--- config.mk ---
export PLATFORM = sky130hd
export DESIGN_NAME = rs_encoder_flat
export DESIGN_NICKNAME = d
export VERILOG_FILES = /design/src/rtl/rs_encoder_if.sv /design/src/rtl/rs_encoder.sv /design/src/flat_wrapper.sv
export SDC_FILE = /design/constraint.sdc
export NUM_CORES = 1
export LEC_CHECK = 0
export ABC_AREA = 0
export CELL_PAD_IN_SITES_DETAIL_PLACEMENT = 1
export CELL_PAD_IN_SITES_GLOBAL_PLACEMENT = 1
export CORE_MARGIN = 2
export CORE_UTILIZATION = 40
export CTS_BUF_LIST = sky130_fd_sc_hd__clkbuf_2 sky130_fd_sc_hd__clkbuf_4 sky130_fd_sc_hd__clkbuf_8
export CTS_CLUSTER_DIAMETER = 50
export DETAILED_ROUTE_END_ITERATION = 10
export GPL_TIMING_DRIVEN = 0
export PLACE_DENSITY_LB_ADDON = 0.1
export RECOVER_POWER = 100
export REMOVE_ABC_BUFFERS = 1
export SYNTH_ARGS = -nofsm -noshare
export SYNTH_HDL_FRONTEND = slang
export SYNTH_SLANG_ARGS = --single-unit
export TNS_END_PERCENT = 100
--- constraint.sdc ---
create_clock -name clk -period 2.5 [get_ports clk]
set_clock_uncertainty 0.1 [all_clocks]
set_input_delay 0.5 -clock clk [delete_from_list [all_inputs] [get_ports clk]]
set_output_delay 0.5 -clock clk [all_outputs]
set_load 0.03 [all_outputs]
--- src/rtl/rs_encoder_if.sv ---
// ----------------------------------------------------------------------------
// rs_encoder_if
//   Handshake bundle between the RS(7,3) encoder and its neighbours.
//   slave  : encoder side (accepts messages, produces codewords)
//   master : environment side (supplies messages, consumes codewords)
//   Signals:
//     msg_valid / msg_ready / msg         message input handshake, 9-bit msg
//     cw_valid  / cw_ready  / codeword    codeword output handshake, 21-bit cw
//     busy                                encoder is in SHIFT or DONE
// ----------------------------------------------------------------------------
interface rs_encoder_if #(
    parameter int SYM_W = 3,
    parameter int K_SYM = 3,
    parameter int N_SYM = 7
);
    logic                     msg_valid;
    logic                     msg_ready;
    logic [K_SYM*SYM_W-1:0]   msg;
    logic                     cw_valid;
    logic                     cw_ready;
    logic [N_SYM*SYM_W-1:0]   codeword;
    logic                     busy;

    modport slave (
        input  msg_valid,
        input  msg,
        input  cw_ready,
        output msg_ready,
        output cw_valid,
        output codeword,
        output busy
    );

    modport master (
        output msg_valid,
        output msg,
        output cw_ready,
        input  msg_ready,
        input  cw_valid,
        input  codeword,
        input  busy
    );
endinterface

--- src/rtl/rs_encoder.sv ---
// ----------------------------------------------------------------------------
// rs_encoder
//   Systematic RS(7,3) encoder over GF(8) (primitive poly x^3+x+1).
//   Message symbols m2, m1, m0 are shifted one per cycle through a 4-stage
//   LFSR implementing division by g(x) = x^4 + 3x^3 + x^2 + 2x + 3; the
//   remainder becomes parity c3..c0. Codeword = {msg, c3, c2, c1, c0}.
//   Ports:
//     clk    in  single clock, posedge
//     reset  in  synchronous, active-high
//     bus    slave modport of rs_encoder_if (msg/codeword handshakes, busy)
// ----------------------------------------------------------------------------
module rs_encoder #(
    parameter int SYM_W = 3,
    parameter int K_SYM = 3,
    parameter int N_SYM = 7
) (
    input  logic          clk,
    input  logic          reset,
    rs_encoder_if.slave   bus
);
    localparam int MSG_W = K_SYM * SYM_W;
    localparam int CW_W  = N_SYM * SYM_W;
    localparam int NPAR  = N_SYM - K_SYM;

    typedef enum logic [1:0] {
        IDLE  = 2'd0,
        SHIFT = 2'd1,
        DONE  = 2'd2
    } state_t;

    // Multiply by alpha (x): shift left, fold x^3 back as x+1.
    function automatic logic [2:0] gf_mul2(input logic [2:0] a);
        gf_mul2 = {a[1], a[0] ^ a[2], a[2]};
    endfunction

    // Multiply by alpha^3 = alpha + 1: (x * a) xor a.
    function automatic logic [2:0] gf_mul3(input logic [2:0] a);
        gf_mul3 = {a[1] ^ a[2], a[0] ^ a[2] ^ a[1], a[2] ^ a[0]};
    endfunction

    state_t                        r_state;
    state_t                        w_state_nxt;
    logic [MSG_W-1:0]              r_msg;
    logic [NPAR-1:0][SYM_W-1:0]    r_par;
    logic [1:0]                    r_cnt;
    logic [CW_W-1:0]               r_codeword;

    logic [SYM_W-1:0]              w_sym;
    logic [SYM_W-1:0]              w_fb;
    logic [NPAR-1:0][SYM_W-1:0]    w_par_nxt;

    // Highest-degree symbol first.
    always_comb begin
        w_sym = '0;
        case (r_cnt)
            2'd0:    w_sym = r_msg[8:6];
            2'd1:    w_sym = r_msg[5:3];
            default: w_sym = r_msg[2:0];
        endcase
    end

    // One LFSR step; g2 = 1 so that tap is a plain wire.
    always_comb begin
        w_fb         = w_sym ^ r_par[3];
        w_par_nxt    = '0;
        w_par_nxt[3] = r_par[2] ^ gf_mul3(w_fb);
        w_par_nxt[2] = r_par[1] ^ w_fb;
        w_par_nxt[1] = r_par[0] ^ gf_mul2(w_fb);
        w_par_nxt[0] = gf_mul3(w_fb);
    end

    // State register
    always_ff @(posedge clk) begin
        if (reset) begin
            r_state <= IDLE;
        end else begin
            r_state <= w_state_nxt;
        end
    end

    // Next-state logic
    always_comb begin
        w_state_nxt = r_state;
        case (r_state)
            IDLE:    if (bus.msg_valid)   w_state_nxt = SHIFT;
            SHIFT:   if (r_cnt == 2'd2)   w_state_nxt = DONE;
            DONE:    if (bus.cw_ready)    w_state_nxt = IDLE;
            default: w_state_nxt = IDLE;
        endcase
    end

    // Output logic
    always_comb begin
        bus.msg_ready = (r_state == IDLE);
        bus.cw_valid  = (r_state == DONE);
        bus.busy      = (r_state != IDLE);
        bus.codeword  = r_codeword;
    end

    // Datapath: message latch, LFSR, symbol counter, codeword register.
    // The codeword is captured from the LFSR next value on the final step
    // so that it is ready in the same edge that enters DONE.
    always_ff @(posedge clk) begin
        if (reset) begin
            r_msg      <= '0;
            r_par      <= '0;
            r_cnt      <= '0;
            r_codeword <= '0;
        end else begin
            case (r_state)
                IDLE: begin
                    if (bus.msg_valid) begin
                        r_msg <= bus.msg;
                        r_par <= '0;
                        r_cnt <= '0;
                    end
                end
                SHIFT: begin
                    r_par <= w_par_nxt;
                    if (r_cnt == 2'd2) begin
                        r_cnt      <= '0;
                        r_codeword <= {r_msg, w_par_nxt};
                    end else begin
                        r_cnt <= r_cnt + 2'd1;
                    end
                end
                default: ;
            endcase
        end
    end
endmodule

--- src/flat_wrapper.sv ---
// flat-port wrapper written by rule: the top's interface ports become plain ports
module rs_encoder_flat 
#(
    parameter int SYM_W = 3,
    parameter int K_SYM = 3,
    parameter int N_SYM = 7
)
  (clk, reset, bus_msg_valid, bus_msg, bus_cw_ready, bus_msg_ready, bus_cw_valid, bus_codeword, bus_busy);
  rs_encoder_if #(.SYM_W(SYM_W), .K_SYM(K_SYM), .N_SYM(N_SYM)) bus_i ();
  input  logic clk;
  input  logic reset;
  input wire logic [$bits(bus_i.msg_valid)-1:0] bus_msg_valid;
  input wire logic [$bits(bus_i.msg)-1:0] bus_msg;
  input wire logic [$bits(bus_i.cw_ready)-1:0] bus_cw_ready;
  output wire logic [$bits(bus_i.msg_ready)-1:0] bus_msg_ready;
  output wire logic [$bits(bus_i.cw_valid)-1:0] bus_cw_valid;
  output wire logic [$bits(bus_i.codeword)-1:0] bus_codeword;
  output wire logic [$bits(bus_i.busy)-1:0] bus_busy;
  assign bus_i.msg_valid = bus_msg_valid;
  assign bus_i.msg = bus_msg;
  assign bus_i.cw_ready = bus_cw_ready;
  assign bus_msg_ready = bus_i.msg_ready;
  assign bus_cw_valid = bus_i.cw_valid;
  assign bus_codeword = bus_i.codeword;
  assign bus_busy = bus_i.busy;
  rs_encoder #(.SYM_W(SYM_W), .K_SYM(K_SYM), .N_SYM(N_SYM)) u_core (.clk(clk), .reset(reset), .bus(bus_i));
endmodule
* Yosys cells after proc, flatten, opt, wreduce, memory -nomap -nowiden
Index checks and enable logic that the tools add are counted.
** Storage, ports and cells
- RAM bits :: 0
- Input port bits :: 13
- Word-level logic and storage cells :: 41
- Register bits :: 46
- Bits in latches :: 0
- Memories :: 0
- Output and inout port bits :: 24
- Memory bits (read-only) :: 0
** Cells by class
- Mux-type cells :: 10
- Reduce and logical (&&, ||, !) cells :: 8
- Add/subtract/negate cells :: 1
- Bitwise gates (word level) :: 7
- Div/mod/pow operators :: 0
- Shift-type cells :: 0
- Multiply operators :: 0
- Eq/ne operators :: 7
- Order comparisons :: 0
** Operators by type and width (count)
- $pmux 12 s2 :: 1
- $mux 12 :: 1
- $xor 3x3->3 :: 4
- $mux 2 :: 5
- $pmux 2 s3 :: 1
- $pmux 3 s2 :: 1
- $reduce_and 2->1 :: 3
- $eq 2x1->1 const B :: 2
- $eq 2x2->1 const B :: 2
- $logic_not 2->1 :: 2
- $ne 2x2->1 const B :: 2
- $pmux 2 s2 :: 1
- $reduce_bool 2->1 :: 2
- $reduce_and 3->1 :: 1
- $xor 1x1->1 :: 3
- $add 2x1->2 const B :: 1
- $ne 2x1->1 const B :: 1

* Longest topological paths before layout
- Word-level depth :: 7
- Mapped depth :: 7
- Mapped depth without buffers :: 6

* Worst setup path after synthesis
OpenSTA, ideal clock, no wires.
- Path type :: flip-flop to flip-flop
- From :: reg u_core.r_cnt[0]
- To :: reg u_core.r_codeword[11], in the netlist u_core.bus.codeword[11]
- Buffers on the path :: 1
- Setup slack :: 545 ps
- Clock period less this slack :: 1955 ps
- Cell stages (with the launch flop) :: 8
- Required time :: 2280 ps
- Arrival :: 1735 ps
- Setup time :: 120 ps
- Cells stage by stage :: dfxtp_1 buf_6 mux2_2 mux2i_4 xnor2_2 xor2_2 nor4b_1 a211o_1
** On the way
- Cells in the longest elaborated chain, start to end :: 5
- Elaborated cells between the ends (all ways) :: 8
- Classes of those cells :: eq/ne: 2; mux: 1; bitwise: 3; reduce/logical: 2
** Ends and longest elaborated chain
- from (decl) :: line rs_encoder.sv:45 : logic [1:0] r_cnt;
- from (signal assigned) :: line rs_encoder.sv:124 : r_cnt <= r_cnt + 2'd1;
- $eq 2x1->1 or $logic_not 2->1 (tied branches) :: line rs_encoder.sv:55 : case (r_cnt)
- $pmux 3 s2 :: line rs_encoder.sv:55
- $xor 3x3->3 :: line rs_encoder.sv:64 : w_fb = w_sym ^ r_par[3];
- $xor 1x1->1 :: line rs_encoder.sv:38 : gf_mul3 = {a[1] ^ a[2], a[0] ^ a[2] ^ a[1], a[2] ^ a[0]};
- $xor 3x3->3 :: line rs_encoder.sv:66 : w_par_nxt[3] = r_par[2] ^ gf_mul3(w_fb);
- to (signal assigned) :: line rs_encoder.sv:122 : r_codeword <= {r_msg, w_par_nxt};
- to (decl) :: line rs_encoder.sv:46 : logic [CW_W-1:0] r_codeword;
Several ways; a longest one is shown, not always the timed one.
A chain may end at the register's enable or synchronous reset.

* Worst setup path after layout
- From :: reg u_core.r_cnt[0]
- To :: reg u_core.r_codeword[4], in the netlist u_core.bus.codeword[4]
** On the way
- Cells in the longest elaborated chain, start to end :: 5
- Elaborated cells between the ends (all ways) :: 8
- Classes of those cells :: eq/ne: 2; mux: 1; bitwise: 3; reduce/logical: 2
** Ends and longest elaborated chain
- $eq 2x1->1 or $logic_not 2->1 (tied branches) :: line rs_encoder.sv:55
- $pmux 3 s2 :: line rs_encoder.sv:55
- $xor 3x3->3 :: line rs_encoder.sv:64
- $xor 1x1->1 :: line rs_encoder.sv:33 : gf_mul2 = {a[1], a[0] ^ a[2], a[2]};
- $xor 3x3->3 :: line rs_encoder.sv:68 : w_par_nxt[1] = r_par[0] ^ gf_mul2(w_fb);
Several ways; a longest one is shown, not always the timed one.

==> summary.md <==
| Metric | Value |
|---|---|
| Netlist Area Pre-Place | `0.00198 sq mm` |
| Antenna violations before repair | `0` |
| Drt first pass iters | `4` |
| Share of cells above drive strength 1 | `6.15%` |
| Data arrival time of the critical path | `2360 ps` |
| Initial core utilization | `41.7%` |
| Crit share post-route | `91.1%` |
| Cell Area, Placed | `0.00237 sq mm` |
| Ports | `37` |
| DRC violations left | `0` |
| LEAKAGE | `0.962 nW` |
| Number of global-route vias before repair | `1628` |
| Final nets | `273` |
| Core area | `0.00475 sq mm` |
| Setup bufs post-CTS | `0` |
| Fmax | `439 MHz` |
| Clock period minus worst slack | `2280 ps` |
| Slew @ Worst Pin | `916 ps` |
| CTS sink cnt | `46` |
| Synth Register Bits | `46` |
| Peak VDD IR | `0.000281 V` |
| GR Util met1 | `23.7%` |
| Hold Fails Final Rpt | `0` |
| Post-cts repair resize count | `0` |
| Routability cong. | `0.783` |
| Worst skew pair latency | `290 ps` |
| CP Launch Type | `register` |
| Slew HR | `38.9%` |
| Synthesized area per cell | `8.54 sq um` |
| Worst EP required | `2580 ps` |
| Met3 usage | `3.79%` |
| CTS Root Cell | `clkbuf_8` |
| Ys Warns | `0` |
| I/O Buffers | `36` |
| Endpoints failing setup | `0` |
| Top cell type's share of synthesized area | `46.5%` |
| Synth cell types | `34` |
| CTS tree | `built` |
| Max Slew Vio Count | `0` |
| Cell area power density | `616 mW/mm^2` |
| Synth area leaders | `dfxtp_1 (46%), nand2_1 (12%), a21oi_1 (8.6%), clkbuf_1 (2.5%), xnor2_2 (2.5%)` |
| Initial DRC count | `74` |
| Kind of critical path | `register to register` |
| Via count | `1586` |
| GRT overflow | `0` |
| Cell taking the most area after synthesis | `dfxtp_1` |
| Fillers | `582` |
| Post-synth ARST share | `0%` |
| Drt wl/cell | `13.4 microns` |
| Syn Inst Count | `232` |
| Endpoint class of the critical path | `register` |
| H-tree Lvls | `2` |
| Die ar. | `0.00553 sq mm` |
| Primary FF master, synth | `dfxtp_1` |
| Design area | `0.00244 sq mm` |
| Run status | `finished clean` |
| Pin count of the biggest net entering global routing | `51` |
| Setup ws final | `223 ps` |
| Hold_buf cts | `0` |
| Die span in y | `74.4 microns` |
| Overall routed net length | `4380 microns` |
| Overall global routing resource usage | `17.9%` |
| CTS Buf Count | `5` |
| GRT Max-Usage Layer | `met2` |
| Global-route wire length before repair | `7650 microns` |
| RSZ-0062 raised after global routing | `no` |
| Hold crit path type | `register to register` |
| DP Wirelength | `2880 microns` |
| Post-route ant nets | `0` |
| Placement Setup Slack | `277 ps` |
| CTS clk-pin slew, worst paths | `80 ps` |
| Clock tree buffer depth | `2` |
| Die width | `74.4 microns` |
| P&R area growth vs syn | `23.3%` |
| Max Cap Violations | `0` |
| N_diodes | `0` |
| Vias per cell | `4.85` |
| EDFF count, synth | `0` |
| Sequential share of the synthesized area | `46.5%` |
| M2 GR Usage | `29.2%` |
| # rows | `25` |
| CP max FO | `8` |
report_power, final:
group          leakage [nW]  switching (W)  internal (W)
Sequential            0.373      0.0000304      0.000762
Clock                0.0452       0.000236      0.000215
Combinational         0.544       0.000147      0.000114
Total                 0.962       0.000414       0.00109
layer usage:
layer / vias to the layer above / wire length (microns)
met5: - / 0
met4: 0 / 40
met3: 5 / 134
met2: 26 / 2070
met1: 731 / 2140
li1: 824 / -
state kept, by name, indices dropped and copies added (netlist names):
signal               flops
u_core.bus.codeword     21
u_core.r_par            12
u_core.r_msg             9
u_core.r_cnt             2
u_core.r_state           2
placed cells by master, fill, tap and decap left out, types with 6 or more instances in the layout:
cell             netlist  layout
dlygate4sd3_1          0      25
clkdlybuf4s50_1        0      10
nor3_1                 6       6
dfxtp_1               46      46
nand2_1               63      63
a21oi_1               34      34
nor2_1                11      11
nand3_1                7       7
worst max-delay path, cell delays in order, from the launching register on:
cell and delay, ps:
dfxtp_1 490, mux2i_1 220, o21ai_0 120, xnor2_1 530, xnor2_2 280, nor4b_1 110
a211o_1 310
synthesized netlist by cell type (2+ instances only):
cell type  instances
a21oi_1           34
o21ai_0            2
clkbuf_1          13
xnor3_1            2
o21ai_1            3
nand3_1            7
nor3_1             6
nor2b_1            3
xnor2_2            3
xnor2_1            4
nand2_1           63
a211o_1            3
nor2_1            11
xor2_1             5
nor3b_1            3
nand2b_1           4
nor4b_1            3
dfxtp_1           46
mux2i_1            2
final cells by class:
type / count / area, sq um / area share, %
clock buffer: 7 / 83.8 / 3.43
inverter: 1 / 3.75 / 0.154
multi-input combinational: 169 / 980 / 40.1
sequential: 46 / 921 / 37.7
tap: 67 / 83.8 / 3.43
timing repair buffer: 37 / 370 / 15.2
logic make-up (layout without fill, tap and decap cells):
kind of cell | after synthesis | in the layout | share of synthesized area [%]
AOI/OAI and AO/OA | 47 | 47 | 13.6
xor gates and xnor gates | 16 | 16 | 10.9
buffers and inverters | 17 | 45 | 3.66
DFF | 46 | 46 | 46.5
muxes | 4 | 4 | 2.72
and+or+nand+nor | 102 | 102 | 22.6
final timing paths:
check                                             from  cells after the start  slack, ps                     end
worst max register to register         u_core.r_cnt[0]                      6        220  u_core.bus.codeword[4]
worst max-delay path                   u_core.r_cnt[0]                      6        220  u_core.bus.codeword[4]
worst min-delay path            u_core.bus.codeword[6]                      2        350  u_core.bus.codeword[6]
worst min register to register  u_core.bus.codeword[6]                      2        350  u_core.bus.codeword[6]
per-stage QoR:
step                std cells  power, W  util [%]  setup TNS, ps  hold WS, ps
detailed placement        320   0.00108      49.8              0          347
finish                    327   0.00151      51.4              0          353
floorplan                 216  0.000995         -              0          336
global route              327   0.00159      51.4              0          372
CTS                       327   0.00153      51.6              0          359
global placement          319   0.00108      49.6          -7420          342
Power figures use the tool's default switching activity.
